--- src/rtl/panel_button_conditioner_if.sv ---
// Front-panel pushbutton bundle: raw active-low pins in, conditioned level/pulse outputs back.
// "rel" carries the release pulse ("release" is a reserved word).
interface panel_button_conditioner_if #(
  parameter int unsigned NBTN = 3
);
  logic [NBTN-1:0] nBtn;
  logic [NBTN-1:0] level;
  logic [NBTN-1:0] press;
  logic [NBTN-1:0] rel;
  logic [NBTN-1:0] hold;

  modport master (output nBtn, input level, press, rel, hold);
  modport slave  (input nBtn, output level, press, rel, hold);
endinterface

--- src/rtl/panel_button_conditioner.sv ---
// Per-button synchroniser, debounce FSM and press/release/long-hold pulse generator
// feeding the PDP-8 panel inputs.
module panel_button_conditioner #(
  parameter int unsigned NBTN            = 3,
  parameter int unsigned DEBOUNCE_CYCLES = 250000,
  parameter int unsigned LONG_CYCLES     = 25000000
) (
  input  logic                      clk,
  input  logic                      nReset,
  panel_button_conditioner_if.slave bus
);

  localparam int unsigned DW = (DEBOUNCE_CYCLES > 1) ? $clog2(DEBOUNCE_CYCLES) : 1;
  localparam int unsigned HW = (LONG_CYCLES > 0) ? $clog2(LONG_CYCLES + 1) : 1;
  localparam logic [DW-1:0] DLAST = DW'(DEBOUNCE_CYCLES - 1);
  localparam logic [HW-1:0] HSAT  = HW'(LONG_CYCLES);
  localparam logic [HW-1:0] HFIRE = HW'(LONG_CYCLES - 1);
  localparam bit HOLD_EN = (LONG_CYCLES != 0);

  typedef enum logic [1:0] {StIdle, StPressWait, StPressed, StReleaseWait} state_e;

  logic [NBTN-1:0] sync1_q, sync2_q, s;
  state_e          state_q [NBTN];
  state_e          state_d [NBTN];
  logic [DW-1:0]   dcnt_q  [NBTN];
  logic [DW-1:0]   dcnt_d  [NBTN];
  logic [HW-1:0]   hcnt_q  [NBTN];
  logic [HW-1:0]   hcnt_d  [NBTN];
  logic [NBTN-1:0] fired_q, fired_d;
  logic [NBTN-1:0] level_q, level_d;
  logic [NBTN-1:0] press_q, press_d;
  logic [NBTN-1:0] rel_q, rel_d;
  logic [NBTN-1:0] hold_q, hold_d;

  assign s = ~sync2_q;

  always_comb begin
    for (int i = 0; i < NBTN; i++) begin
      state_d[i] = state_q[i];
      dcnt_d[i]  = dcnt_q[i];
      hcnt_d[i]  = hcnt_q[i];
    end
    fired_d = fired_q;
    level_d = level_q;
    press_d = '0;
    rel_d   = '0;
    hold_d  = '0;

    for (int i = 0; i < NBTN; i++) begin
      unique case (state_q[i])
        StIdle: begin
          if (s[i]) begin
            state_d[i] = StPressWait;
            dcnt_d[i]  = '0;
          end
        end
        StPressWait: begin
          if (!s[i]) begin
            state_d[i] = StIdle;
            dcnt_d[i]  = '0;
          end else if (dcnt_q[i] == DLAST) begin
            state_d[i]  = StPressed;
            level_d[i]  = 1'b1;
            press_d[i]  = 1'b1;
            hcnt_d[i]   = '0;
            fired_d[i]  = 1'b0;
          end else begin
            dcnt_d[i] = dcnt_q[i] + 1'b1;
          end
        end
        StPressed: begin
          if (!s[i]) begin
            state_d[i] = StReleaseWait;
            dcnt_d[i]  = '0;
          end else begin
            if (hcnt_q[i] != HSAT) hcnt_d[i] = hcnt_q[i] + 1'b1;
            if (HOLD_EN && !fired_q[i] && (hcnt_q[i] == HFIRE)) begin
              hold_d[i]  = 1'b1;
              fired_d[i] = 1'b1;
            end
          end
        end
        StReleaseWait: begin
          // Bounce back to pressed keeps hcnt/fired so a hold cannot refire.
          if (s[i]) begin
            state_d[i] = StPressed;
          end else if (dcnt_q[i] == DLAST) begin
            state_d[i] = StIdle;
            level_d[i] = 1'b0;
            rel_d[i]   = 1'b1;
          end else begin
            dcnt_d[i] = dcnt_q[i] + 1'b1;
          end
        end
        default: state_d[i] = StIdle;
      endcase
    end
  end

  always_ff @(posedge clk or negedge nReset) begin
    if (!nReset) begin
      sync1_q <= '1;
      sync2_q <= '1;
      for (int i = 0; i < NBTN; i++) begin
        state_q[i] <= StIdle;
        dcnt_q[i]  <= '0;
        hcnt_q[i]  <= '0;
      end
      fired_q <= '0;
      level_q <= '0;
      press_q <= '0;
      rel_q   <= '0;
      hold_q  <= '0;
    end else begin
      sync1_q <= bus.nBtn;
      sync2_q <= sync1_q;
      for (int i = 0; i < NBTN; i++) begin
        state_q[i] <= state_d[i];
        dcnt_q[i]  <= dcnt_d[i];
        hcnt_q[i]  <= hcnt_d[i];
      end
      fired_q <= fired_d;
      level_q <= level_d;
      press_q <= press_d;
      rel_q   <= rel_d;
      hold_q  <= hold_d;
    end
  end

  assign bus.level = level_q;
  assign bus.press = press_q;
  assign bus.rel   = rel_q;
  assign bus.hold  = hold_q;

endmodule

--- src/flat_wrapper.sv ---
// flat-port wrapper written by rule: the top's interface ports become plain ports
module panel_button_conditioner_flat 
#(
  parameter int unsigned NBTN            = 3,
  parameter int unsigned DEBOUNCE_CYCLES = 250000,
  parameter int unsigned LONG_CYCLES     = 25000000
)
  (clk, nReset, bus_nBtn, bus_level, bus_press, bus_rel, bus_hold);
  panel_button_conditioner_if #(.NBTN(NBTN)) bus_i ();
  input  logic clk;
  input  logic nReset;
  input wire logic [$bits(bus_i.nBtn)-1:0] bus_nBtn;
  output wire logic [$bits(bus_i.level)-1:0] bus_level;
  output wire logic [$bits(bus_i.press)-1:0] bus_press;
  output wire logic [$bits(bus_i.rel)-1:0] bus_rel;
  output wire logic [$bits(bus_i.hold)-1:0] bus_hold;
  assign bus_i.nBtn = bus_nBtn;
  assign bus_level = bus_i.level;
  assign bus_press = bus_i.press;
  assign bus_rel = bus_i.rel;
  assign bus_hold = bus_i.hold;
  panel_button_conditioner #(.NBTN(NBTN), .DEBOUNCE_CYCLES(DEBOUNCE_CYCLES), .LONG_CYCLES(LONG_CYCLES)) u_core (.clk(clk), .nReset(nReset), .bus(bus_i));
endmodule
--- config.mk ---
export PLATFORM = sky130hd
export DESIGN_NAME = panel_button_conditioner_flat
export DESIGN_NICKNAME = d
export VERILOG_FILES = /design/src/rtl/panel_button_conditioner_if.sv /design/src/rtl/panel_button_conditioner.sv /design/src/flat_wrapper.sv
export SDC_FILE = /design/constraint.sdc
export NUM_CORES = 1
export LEC_CHECK = 0
export ABC_AREA = 1
export ABC_CLOCK_PERIOD_IN_PS = 1650
export CAP_MARGIN = 40
export CORE_MARGIN = 2
export CORE_UTILIZATION = 49
export CTS_BUF_LIST = sky130_fd_sc_hd__clkbuf_8
export DETAILED_ROUTE_END_ITERATION = 10
export PLACE_DENSITY_LB_ADDON = 0.05
export SLEW_MARGIN = 20
export SYNTH_ARGS = -nofsm -noshare
export SYNTH_HDL_FRONTEND = slang
export SYNTH_SLANG_ARGS = --single-unit
export TNS_END_PERCENT = 1
--- constraint.sdc ---
create_clock -name clk -period 1.65 [get_ports clk]
set_input_delay 0.495 -clock clk [delete_from_list [all_inputs] [get_ports clk]]
set_output_delay 0.495 -clock clk [all_outputs]
set_load 0.01 [all_outputs]
== After elaboration in Yosys (flattened, before gate mapping) ==
Index checks and enable logic that the tools add are counted.
Storage, ports and cells
  register bits: 156
  bits of input ports: 5
  output and inout bits: 12
  word-level logic and storage cells: 213
Cells by class
  add/subtract/negate cells: 6
  equality and inequality tests: 51
  muxes and demuxes: 105
  bitwise operators: 1
  reduce and logical (&&, ||, !) cells: 30
Operators by type and width (number)
  two-way mux 25 bit: 12
  two-way mux 18 bit: 15
  case mux 18 bit (4 select lines): 3
  case mux 25 bit (2 select lines): 3
  adder 25 x 1 -> 25 bit (second input constant): 3
  == test 25 bit (second input constant): 3
  != test 25 bit (second input constant): 3
  adder 18 x 1 -> 18 bit (second input constant): 3
  == test 18 bit (second input constant): 3
  two-way mux 1 bit: 45
  AND reduction 5 bit: 9
  != test 2 x 1 -> 1 bit (second input constant): 21
  two-way mux 2 bit: 18
  case mux 2 bit (4 select lines): 3
  == test 2 bit (second input constant): 6
  != test 2 bit (second input constant): 6
  case mux 1 bit (2 select lines): 6
  AND reduction 4 bit: 3
  nonzero test 2 bit: 6
  != test 3 x 1 -> 1 bit (second input constant): 3
  != test 3 bit (second input constant): 3
  AND reduction 3 bit: 3
  == test 2 x 1 -> 1 bit (second input constant): 3
  logical NOT 2 bit: 3
  other kinds (3): 7

== Longest topological paths before layout ==
  word-level depth: 5
  depth in mapped cells: 12

== Least setup slack after synthesis ==
OpenSTA, ideal clock, no wires.
  path kind: register to register
  start point: reg u_core.dcnt_q[36] in the netlist's numbering
  end point: reg u_core.hcnt_q[67] in the netlist's numbering
  library setup time: 117 ps
  arrival time: 1521 ps
  required time: 1533 ps
  slack: 12 ps
  cell stages (with the launch flop): 13
  path buffers: 2
  clock period less this slack: 1638 ps
  cell sequence: dfrtp_1 > ha_1 > nand2_2 > nor2_4 > inv_2 > nor2_2 > nand2_2 > nand2_2 > nand3_2 > buf_6 > buf_6 > nand2_1 > nand2_1
On the way
  longest elaborated chain between the ends: 3
Ends and longest elaborated chain
  start: declaration: RTL line panel_button_conditioner.sv:25  | logic [DW-1:0] dcnt_q [NBTN];
  start signal: indexed assignment: RTL line panel_button_conditioner.sv:119  | dcnt_q[i] <= dcnt_d[i];
  == test 18 bit: RTL line panel_button_conditioner.sv:61  | end else if (dcnt_q[i] == DLAST) begin
  != test 2 x 1 -> 1 bit (no line)
  AND reduction 5 bit (no line)
  end signal: indexed assignment: RTL line panel_button_conditioner.sv:120  | hcnt_q[i] <= hcnt_d[i];
  end: declaration: RTL line panel_button_conditioner.sv:27  | logic [HW-1:0] hcnt_q [NBTN];
Every way passes these cells.
A chain may end at the register's enable or synchronous reset.

== Worst setup path after layout ==
  start point: reg u_core.state_q[0] in the netlist's numbering
  end point: reg u_core.hcnt_q[1] in the netlist's numbering
On the way
  longest elaborated chain between the ends: 3
Ends and longest elaborated chain
  start: declaration: RTL line panel_button_conditioner.sv:23  | state_e state_q [NBTN];
  start signal: indexed assignment: RTL line panel_button_conditioner.sv:105  | state_q[i] <= StIdle;
  start signal: indexed assignment: RTL line panel_button_conditioner.sv:118  | state_q[i] <= state_d[i];
  == test 2 bit / == test 2 x 1 -> 1 bit (equally long branches): RTL line panel_button_conditioner.sv:50  | unique case (state_q[i])
  != test 2 x 1 -> 1 bit (no line) / nonzero test 2 bit (equally long branches)
  AND reduction 5 bit (no line)
Several ways; a longest one is shown, not always the timed one.

==> run metrics <==
share of cells above drive strength 1=17.5%; Final Util=62.3%; Post-synth ARST share=100%; area delta synth->final=24.6%; Max Fanout on Critical Path=15; # nets final=around 1800; Worst-path clk slew=80 ps; max incr delay on CP=430 ps; fraction of power consumed by sequential logic=38.9%; Avg Cell Area, Syn=6.48 µm²; final hold violations=0; pwr dens=881 mW/mm²; ranking of synthesized cells by area=dfrtp_1 37%, nand2_1 21%, nor2_1 11%; Seq/Total Area, Yosys=38.5%; final wirelength=approximately 28 mm; P_sw=0.00404 W; Critical Path RT=2000 ps; Vias per Instance=5.08; Die Width=148 µm; Syn Inst Count=between 1500 and 2000; Critical Path Sink Type=flop; setup ws final=-18.1 ps; Mapped Nets=1579; CP Cell Sequence=inv_2, nor2_1, inv_1, a21oi_1, nand3_4, buf_12, buf_4, nand2_1, o21ai_1; top cell type by total area after synthesis=dfrtp_1; antenna fix cells=0; VDD IR max=0.805 mV; number of max-cap violations=0; Netlist cell types=42; relative slew slack=75.6%; # H-tree levels=4; total gr overflow=0; startpoint types=flop; skew final=16.3 ps; WP data arrival=2020 ps; reg2reg setup slack=-20 ps; first-pass GRT wire length=46.2 mm; CTS tree=done; ys flop type=dfrtp_1; Clock Sink Count=156; r2r worst-path depth=9; hold path startpoint=u_core.sync1_q[2]$_DFF_PN1_; Initial DRC Count=between 500 and 600; worst-margin pin slew=roughly 360 ps; Cells after DPL=1993; pin count of the biggest net entering global routing=47; Die ar.=0.0219 mm²; yosys warns=0; via count=10321; DP Worst Slack=-174 ps; fmax=approximately 0.6 GHz; CTS Root Buffer Type=clkbuf_8; port bufs=16; Final Cycle Share=101%; FF-to-FF Start=u_core.state_q[0]$_DFFE_PN0P_; status=finished, violations left; share of the synthesized area in the top cell type=a little under two fifths; Max clock buf depth=2; hold-critical path depth=0; Clk network pwr share=28.1%; Hold Crit Endpoint=u_core.sync2_q[2]$_DFF_PN1_; post-DP HPWL=20.3 mm; Slowest-stage cell, CP=dfrtp_1; RSZ-0062 raised after global routing=true; setup violators final=4; initial antenna violation count=0; Die Span Y=148 µm; vias in the first global route=9688; violated checks=setup timing; Non-Filler Instances=2031; flip-flop and latch count after synthesis=156; number of synthesized flops with an enable pin=0; worst setup path category=flop to flop; Hold Path Class=flop to flop; Final ANT Viol Nets=0; Cell Area, Synth=a little over 0.01 mm²; DR pass1 iterations=5; Static Leak=5.87 nW; core area=0.0203 mm²; Initial Utilization=50.0%; GPL Wtd Cong=0.913; Sw Share=a little over a third; combinational power share=33.0%; max-slew violations=0; Wirelength per Cell=13.6 µm; IO Pins=17; number of remaining DRC errors=0; GRT Overall Usage=approximately a quarter; hold slack=about 360 ps; TritonCTS Buffers=17; internal power=0.00710 W; Tot Pwr=0.0111 W; worst-skew pair later-pin latency=between 400 and 500 ps; fin crit period=1670 ps; Worst R2R End=u_core.hcnt_q[1]$_DFFE_PN0P_; row cnt=52
[routing by layer]
layer / track usage, % / up-vias / wire (µm) / share of wire [%]
met5: 0 / - / 0 / 0
li1: - / 5306 / - / -
met3: 3.58 / 46 / 1010 / 3.7
met2: 42.8 / 220 / 12900 / 47
met1: 35.4 / 4749 / 13100 / 47
met4: 7.19 / 0 / 578 / 2.1
[registers in the layout (all words and copies together) (netlist names), named ones only]
| name | cells |
|---|---|
| u_core.bus.level | 3 |
| u_core.sync2_q | 3 |
| u_core.state_q | 3 |
| u_core.fired_q | 3 |
| u_core.bus.rel | 3 |
| u_core.bus.press | 3 |
| u_core.sync1_q | 3 |
| u_core.dcnt_q | 54 |
| u_core.bus.hold | 3 |
| u_core.hcnt_q | 75 |
[how the worst max path moves through the flow]
| stage | cells past startpoint | start | end | slack (ps) |
|---|---|---|---|---|
| 6_report | 9 | u_core.state_q[0]$_DFFE_PN0P_ | u_core.hcnt_q[1]$_DFFE_PN0P_ | -20 |
| 5_1_grt | 11 | u_core.dcnt_q[25]$_DFFE_PN0P_ | u_core.hcnt_q[34]$_DFFE_PN0P_ | -140 |
| 4_1_cts | 9 | u_core.dcnt_q[23]$_DFFE_PN0P_ | u_core.hcnt_q[33]$_DFFE_PN0P_ | -140 |
| 3_5_place_dp | 9 | u_core.dcnt_q[26]$_DFFE_PN0P_ | u_core.hcnt_q[40]$_DFFE_PN0P_ | -170 |
| 3_3_place_gp | 9 | u_core.dcnt_q[26]$_DFFE_PN0P_ | u_core.hcnt_q[39]$_DFFE_PN0P_ | -100 |
| 2_1_floorplan | 12 | u_core.dcnt_q[36]$_DFFE_PN0P_ | u_core.hcnt_q[67]$_DFFE_PN0P_ | 10 |
[worst max-delay path, delay by kind of cell, from the launching register on]
family                 cells  cell delay, ps
and+or+nand+nor            3             310
DFF                        1             430
AOI/OAI and AO/OA          2             280
buffers and inverters      4             530
[what timing repair did]
item	4_1_cts	5_1_grt
endpoints found under the hold margin	12	0
hold buffers	1	0
cloned	0	2
setup endpoints to repair	102	126
pin swaps	14	13
gates resized for setup	35	78
setup buffers	0	3
[through the flow]
stage                     setup TNS, ps  area [µm²]
after floorplan                       0       10100
after global placement            -3010       11800
after detailed placement          -4960       11800
after CTS                         -2860       12300
after global routing              -7220       12600
final                             -45.0       12600
[cell usage after synthesis, types with 2 or more instances]
| cell type | n |
|---|---|
| buf_6 | 7 |
| o21ai_0 | 40 |
| nor3_1 | 33 |
| buf_2 | 11 |
| nand4_1 | 40 |
| nand2_1 | 577 |
| a21oi_1 | 16 |
| nor2_4 | 3 |
| o2111ai_1 | 4 |
| xnor2_1 | 15 |
| buf_4 | 5 |
| nand2_2 | 7 |
| o21bai_1 | 3 |
| inv_2 | 11 |
| nand3_1 | 112 |
| nor3b_1 | 6 |
| or2_2 | 4 |
| dfstp_2 | 6 |
| o211ai_1 | 4 |
| o21ai_2 | 2 |
| nor2_1 | 284 |
| nand3b_1 | 3 |
| nor2_2 | 3 |
| xor2_1 | 25 |
| o21ai_1 | 19 |
| ha_1 | 9 |
| dfrtp_1 | 150 |
| clkbuf_1 | 8 |
| nand3_2 | 3 |
| inv_1 | 143 |
[cells by family (layout without fill, tap and decap cells)]
family / after synthesis / in the layout / share of synthesized area [%]
simple gates: 1080 / 1081 / 44.0
buf+inv: 186 / 381 / 7.72
flops: 156 / 156 / 38.5
compound gates: 94 / 94 / 5.23
xor+xnor: 40 / 40 / 3.45
fa+ha+maj: 9 / 9 / 1.11
[layout by cell type, fill, tap and decap left out, types with 19 or more instances in the layout]
| cell type | netlist | layout |
|---|---|---|
| buf_4 | 5 | 161 |
| clkbuf_8 | 0 | 21 |
| dfrtp_1 | 150 | 150 |
| inv_1 | 143 | 140 |
| nand2_1 | 577 | 564 |
| nand3_1 | 112 | 107 |
| nand4_1 | 40 | 40 |
| nor2_1 | 284 | 266 |
| nor2_2 | 3 | 19 |
| nor3_1 | 33 | 28 |
| o21ai_0 | 40 | 30 |
| o21ai_1 | 19 | 26 |
| xor2_1 | 25 | 25 |
[final cells by class]
type                            count  area [µm²]
Clock buffer                       21         289
Clock inverter                     11         141
Fill cell                        1910        7660
Inverter                          155         596
Multi-Input combinational cell   1224        5720
Sequential cell                   156        3910
Tap cell                          270         338
Timing Repair Buffer              194        1650
[power groups by stage]
stage                     sequential (W)  clock (W)  combinational (W)
after floorplan                  0.00432          0            0.00193
after global placement           0.00436          0            0.00323
after detailed placement         0.00437          0            0.00326
after CTS                        0.00430    0.00322            0.00334
after global routing             0.00437    0.00338            0.00406
final                            0.00433    0.00313            0.00368
No activity file was read; power rests on OpenSTA's default activity.
